File: src/rtl/serial_adder_pkg.sv
// Shared types and sizing helpers for the bit-serial adder.
// Provides the FSM state enum and the bit-counter width function.
package serial_adder_pkg;

    typedef enum logic [1:0] {
        ST_IDLE,
        ST_RUN,
        ST_DONE
    } state_e;

    localparam int unsigned N_DEF = 8;

    // Counter width is ceil(log2(n)); it only has to reach n-1.
    function automatic int unsigned cnt_width(input int unsigned n);
        return (n < 2) ? 1 : $clog2(n);
    endfunction

    localparam int unsigned CNT_W_DEF = cnt_width(N_DEF);

endpackage

File: src/rtl/full_adder_cell.sv
// Single-bit combinational full adder used by the serial datapath.
// Ports: A, B, CIN in; S = A^B^CIN, COUT = majority(A,B,CIN) out.
module full_adder_cell (
    input  logic A,
    input  logic B,
    input  logic CIN,
    output logic S,
    output logic COUT
);

    assign S    = A ^ B ^ CIN;
    assign COUT = (A & B) | (A & CIN) | (B & CIN);

endmodule

File: src/rtl/serial_adder_fsm.sv
// Bit-serial N-bit adder: START captures A/B/CIN, one bit per clock
// LSB-first through one full-adder cell; result shown with a DONE pulse.
// Ports: CLK, RST (async, active-high), START, A, B, CIN in;
//        S, COUT, BUSY, DONE out; OVF out when SERIAL_ADDER_OVF_EN.
module serial_adder_fsm
    import serial_adder_pkg::*;
#(
    parameter int unsigned N = N_DEF
) (
    input  logic         CLK,
    input  logic         RST,
    input  logic         START,
    input  logic [N-1:0] A,
    input  logic [N-1:0] B,
    input  logic         CIN,
    output logic [N-1:0] S,
    output logic         COUT,
    output logic         BUSY,
    output logic         DONE
`ifdef SERIAL_ADDER_OVF_EN
    ,
    output logic         OVF
`endif
);

    localparam int unsigned CW = cnt_width(N);
    localparam logic [CW-1:0] LAST = CW'(N - 1);

    state_e        state_q, state_d;
    logic [N-1:0]  a_q, a_d;
    logic [N-1:0]  b_q, b_d;
    logic [N-1:0]  r_q, r_d;
    logic [N-1:0]  s_q, s_d;
    logic          c_q, c_d;
    logic          co_q, co_d;
    logic          last_q, last_d;
    logic [CW-1:0] cnt_q, cnt_d;
    logic          fa_s, fa_co;

`ifdef SERIAL_ADDER_OVF_EN
    logic          ovfp_q, ovfp_d;
    logic          ovf_q, ovf_d;
`endif

    full_adder_cell u_fa (
        .A    (a_q[0]),
        .B    (b_q[0]),
        .CIN  (c_q),
        .S    (fa_s),
        .COUT (fa_co)
    );

    always_comb begin
        state_d = state_q;
        a_d     = a_q;
        b_d     = b_q;
        r_d     = r_q;
        s_d     = s_q;
        c_d     = c_q;
        co_d    = co_q;
        last_d  = last_q;
        cnt_d   = cnt_q;
`ifdef SERIAL_ADDER_OVF_EN
        ovfp_d  = ovfp_q;
        ovf_d   = ovf_q;
`endif
        unique case (state_q)
            ST_IDLE: begin
                if (START) begin
                    a_d     = A;
                    b_d     = B;
                    c_d     = CIN;
                    cnt_d   = '0;
                    last_d  = 1'b0;
                    state_d = ST_RUN;
                end
            end
            ST_RUN: begin
                if (last_q) begin
                    // All bits are in; publish the result.
                    s_d     = r_q;
                    co_d    = c_q;
`ifdef SERIAL_ADDER_OVF_EN
                    ovf_d   = ovfp_q;
`endif
                    state_d = ST_DONE;
                end else begin
                    r_d   = {fa_s, r_q[N-1:1]};
                    c_d   = fa_co;
                    a_d   = a_q >> 1;
                    b_d   = b_q >> 1;
                    cnt_d = cnt_q + 1'b1;
                    if (cnt_q == LAST) begin
                        last_d = 1'b1;
`ifdef SERIAL_ADDER_OVF_EN
                        // Carry into MSB vs carry out of MSB.
                        ovfp_d = c_q ^ fa_co;
`endif
                    end
                end
            end
            ST_DONE: begin
                state_d = ST_IDLE;
            end
            default: begin
                state_d = ST_IDLE;
            end
        endcase
    end

    always_ff @(posedge CLK or posedge RST) begin
        if (RST) begin
            state_q <= ST_IDLE;
            a_q     <= '0;
            b_q     <= '0;
            r_q     <= '0;
            s_q     <= '0;
            c_q     <= 1'b0;
            co_q    <= 1'b0;
            last_q  <= 1'b0;
            cnt_q   <= '0;
        end else begin
            state_q <= state_d;
            a_q     <= a_d;
            b_q     <= b_d;
            r_q     <= r_d;
            s_q     <= s_d;
            c_q     <= c_d;
            co_q    <= co_d;
            last_q  <= last_d;
            cnt_q   <= cnt_d;
        end
    end

`ifdef SERIAL_ADDER_OVF_EN
    always_ff @(posedge CLK or posedge RST) begin
        if (RST) begin
            ovfp_q <= 1'b0;
            ovf_q  <= 1'b0;
        end else begin
            ovfp_q <= ovfp_d;
            ovf_q  <= ovf_d;
        end
    end

    assign OVF = ovf_q;
`endif

    assign S    = s_q;
    assign COUT = co_q;
    assign BUSY = (state_q != ST_IDLE);
    assign DONE = (state_q == ST_DONE);

endmodule
File: config.mk
export PLATFORM = sky130hd
export DESIGN_NAME = serial_adder_fsm
export DESIGN_NICKNAME = d
export VERILOG_FILES = /design/src/rtl/serial_adder_pkg.sv /design/src/rtl/full_adder_cell.sv /design/src/rtl/serial_adder_fsm.sv
export SDC_FILE = /design/constraint.sdc
export NUM_CORES = 1
export LEC_CHECK = 0
export CORE_MARGIN = 2
export CORE_UTILIZATION = 51
export DETAILED_ROUTE_END_ITERATION = 16
export DONT_BUFFER_PORTS = 1
export PLACE_DENSITY = 0.68
export SKIP_CTS_REPAIR_TIMING = 1
export SLEW_MARGIN = 5
export SYNTH_ARGS = -nofsm -noshare
export SYNTH_HDL_FRONTEND = slang
export SYNTH_HIERARCHICAL = 1
export SYNTH_SLANG_ARGS = --single-unit
File: constraint.sdc
create_clock -name CLK -period 1.78 [get_ports CLK]
set_input_delay 0.089 -clock CLK [delete_from_list [all_inputs] [get_ports CLK]]
set_output_delay 0.089 -clock CLK [all_outputs]
set_load 0.03 [all_outputs]
==> flow_metrics.env <==
export IMPL_seq_area_frac_synth=0.507
export IMPL_synth_most_common_cell="dfrtp_1"
export IMPL_cap_violations=0
export IMPL_pwr_share_comb=0.414
export IMPL_power_internal_mw=3.36
export IMPL_synth_top_flop_cell="dfrtp_1"
export IMPL_critPathKind="reg -> reg"
export IMPL_holdCritPathClass="in -> reg"
export IMPL_gp_congestion=0.736
export IMPL_worstSetupEndpointType="register"
export IMPL_antenna_found_initial=0
export IMPL_grt_use_total=0.159
export IMPL_final_layout_size_suffix_gt1_frac=0.431
export IMPL_yosys_register_bits=40
export IMPL_dieArea_mm2=0.00439
export IMPL_drcViolationCount=0
export IMPL_leakage_nw=1.03
export IMPL_stdcell_area_mm2=0.00219
export IMPL_cts_root_buf="clkbuf_8"
export IMPL_postRouteAntennaNets=0
export IMPL_drv_slew=0
export IMPL_numCtsBuffers=5
export IMPL_cts_sinks=40
export IMPL_postPlaceCellArea_mm2=0.00202
export IMPL_fillers=288
export IMPL_yosys_warnings=6
export IMPL_grt_start_max_net_pins=41
export IMPL_overflow=0
export IMPL_setup_tns_ns=0
export IMPL_core_rowCount=22
export IMPL_synth_edf_count=0
export IMPL_area_sequential_mm2=0.00100
export IMPL_cts_path_max_buffers=2
export IMPL_tritoncts="done"
export IMPL_antenna_cells=0
export IMPL_power_switching_mw=1.61
export IMPL_synth_cell_types=23
export IMPL_switching_share=0.323
export IMPL_synthArstFlopShare=1.00
export IMPL_synthCells=129
export IMPL_yosys_top_cells_area="dfrtp_1 51%, mux2_4 18%, mux2_2 9.1%, mux2_1 4.6%, buf_6 3.4%"
export IMPL_core_area_mm2=0.00369
export IMPL_worst_pin_slew_ns=0.567
export IMPL_synth_avg_cell_area_um2=15.3
export IMPL_crit_path_max_fanout=7
export IMPL_setup_viol=0
export IMPL_clock_power_share=0.204
export IMPL_cp_start_kind="register"
export IMPL_multiInputGateArea_um2=896
export IMPL_synthesis_nets=152
export IMPL_clk_pin_slew_ns=0.07
export IMPL_die_h_um=66.2
export IMPL_vias_per_cell=5.38
export IMPL_chipWidth_um=66.2
export IMPL_grt_pass1_wl_mm=5.11
export IMPL_place_detailed_hpwl_mm=2.20
export IMPL_first_iter_violations=27
export IMPL_yosys_top_cells_count="40 x dfrtp_1, 24 x mux2_4, 16 x mux2_2"
export IMPL_syn_to_final_growth_pct=10.7
export IMPL_maxSlewHeadroom=0.621
export IMPL_finalHoldViolCount=0
export IMPL_ir_drop_mv=0.897
export IMPL_skew_ns=0.00694
export IMPL_io_buffers=0
export IMPL_htreeDepth=2
export IMPL_ios=31
export IMPL_synth_area_mm2=0.00198
export IMPL_fin_crit_ns=1.56
export IMPL_worstPathRequired_ns=1.95
export IMPL_dr_pass1_iters=3
export IMPL_clock_latency_ns=0.29
export IMPL_cp_arrival_ns=1.74
export IMPL_fmax_mhz=640
export IMPL_wire_per_inst_um=16.2
export IMPL_vias=996
export IMPL_rsz0062_at_grt="no"
export IMPL_fin_crit_sh=0.877
export IMPL_initial_core_util=0.536
export IMPL_synth_top_area_cell="dfrtp_1"
export IMPL_grt_pass1_vias=1064
export IMPL_fin_nets=159
export IMPL_routed_wl_mm=3.00
export IMPL_utilization=0.593
export IMPL_powerDensity_mw_per_mm2=2270
export IMPL_status="finished clean"
export IMPL_pwr_share_seq=0.381
export IMPL_yosysTopAreaCellShare=0.507
==> path summary, 6_finish.rpt <==
check                           start          to  slack, ns  cells past startpoint
setup / recovery           state_q[0]      a_q[4]       0.22                      3
hold / removal                   A[7]      a_q[7]      0.004                      2
setup reg to reg           state_q[0]      a_q[4]       0.22                      3
hold reg to reg                r_q[0]        S[0]       0.51                      1
max in group asynchronous         RST  state_q[1]       1.08                      3
min in group asynchronous         RST    cnt_q[2]       0.36                      3
==> final cells by class <==
| class | instances | area share |
|---|---|---|
| Multi-Input combinational cell | 80 | 0.410 |
| Tap cell | 48 | 0.0275 |
| Sequential cell | 40 | 0.458 |
| Inverter | 3 | 0.00515 |
| Clock buffer | 5 | 0.0315 |
| Timing Repair Buffer | 6 | 0.0275 |
| Clock inverter | 3 | 0.0412 |
==> power by group through the flow <==
stage               Combinational (mW)  Clock [mW]  Sequential (mW)
finish                            2.06        1.02             1.90
CTS                               2.09        1.04             1.91
detailed placement                2.08           0             1.93
floorplan                         1.91           0             1.81
global placement                  2.00           0             1.89
global route                      2.24        1.07             1.97
==> flip-flops by register name, indices dropped and copies added (netlist names) <==
register,cells
c_q,1
b_q,8
last_q,1
COUT,1
a_q,8
S,8
cnt_q,3
state_q,2
r_q,8
==> placed cells by master, fill, tap and decap left out, types with 2 or more instances in the layout <==
master,synthesis,routed
clkbuf_8,0,5
inv_1,3,3
bufinv_16,0,3
nand2_1,2,2
a21oi_1,2,2
dfrtp_1,40,40
mux2_1,8,8
buf_4,0,4
o21ai_0,4,4
mux2_4,24,24
mux2_2,16,16
ha_1,2,2
a22o_1,4,4
nand2b_1,2,2
nor2b_1,5,5
nor2_1,2,2
==> worst max-delay path, stage by stage, from the launching register on <==
cell	delay, ns
dfrtp_1	0.44
nor2b_4	0.41
mux2_4	0.33
mux2_2	0.26
==> logic make-up (layout without fill, tap and decap cells) <==
kind of cell / count (synthesis) / after routing / share of synthesized area
adder cells (fa/ha/maj): 3 / 3 / 0.0228
AND/OR/NAND/NOR: 16 / 16 / 0.0627
buffers and inverters: 9 / 17 / 0.0399
flip-flops: 40 / 40 / 0.507
AO/OA/AOI/OAI: 13 / 13 / 0.0488
multiplexers: 48 / 48 / 0.319
==> metal layers <==
layer / global-route usage / wire [µm] / part of all wire / vias up
met3: 0.0596 / 169 / 0.056 / 7
met1: 0.184 / 1270 / 0.42 / 499
met5: 0 / 0 / 0 / -
li1: - / - / - / 467
met2: 0.261 / 1500 / 0.50 / 23
met4: 0.0689 / 58 / 0.019 / 0
==> through the flow <==
stage                     total power [mW]  instances  setup slack, ns  hold slack (ns)
after floorplan                       3.72        129            0.259            0.282
after global placement                3.89        176            0.278            0.125
after detailed placement              4.01        176            0.226            0.134
after CTS                             5.04        184            0.216           -0.189
after global routing                  5.29        185            0.149           0.0481
final                                 4.97        185            0.218          0.00421
No activity file was read; power rests on OpenSTA's default activity.
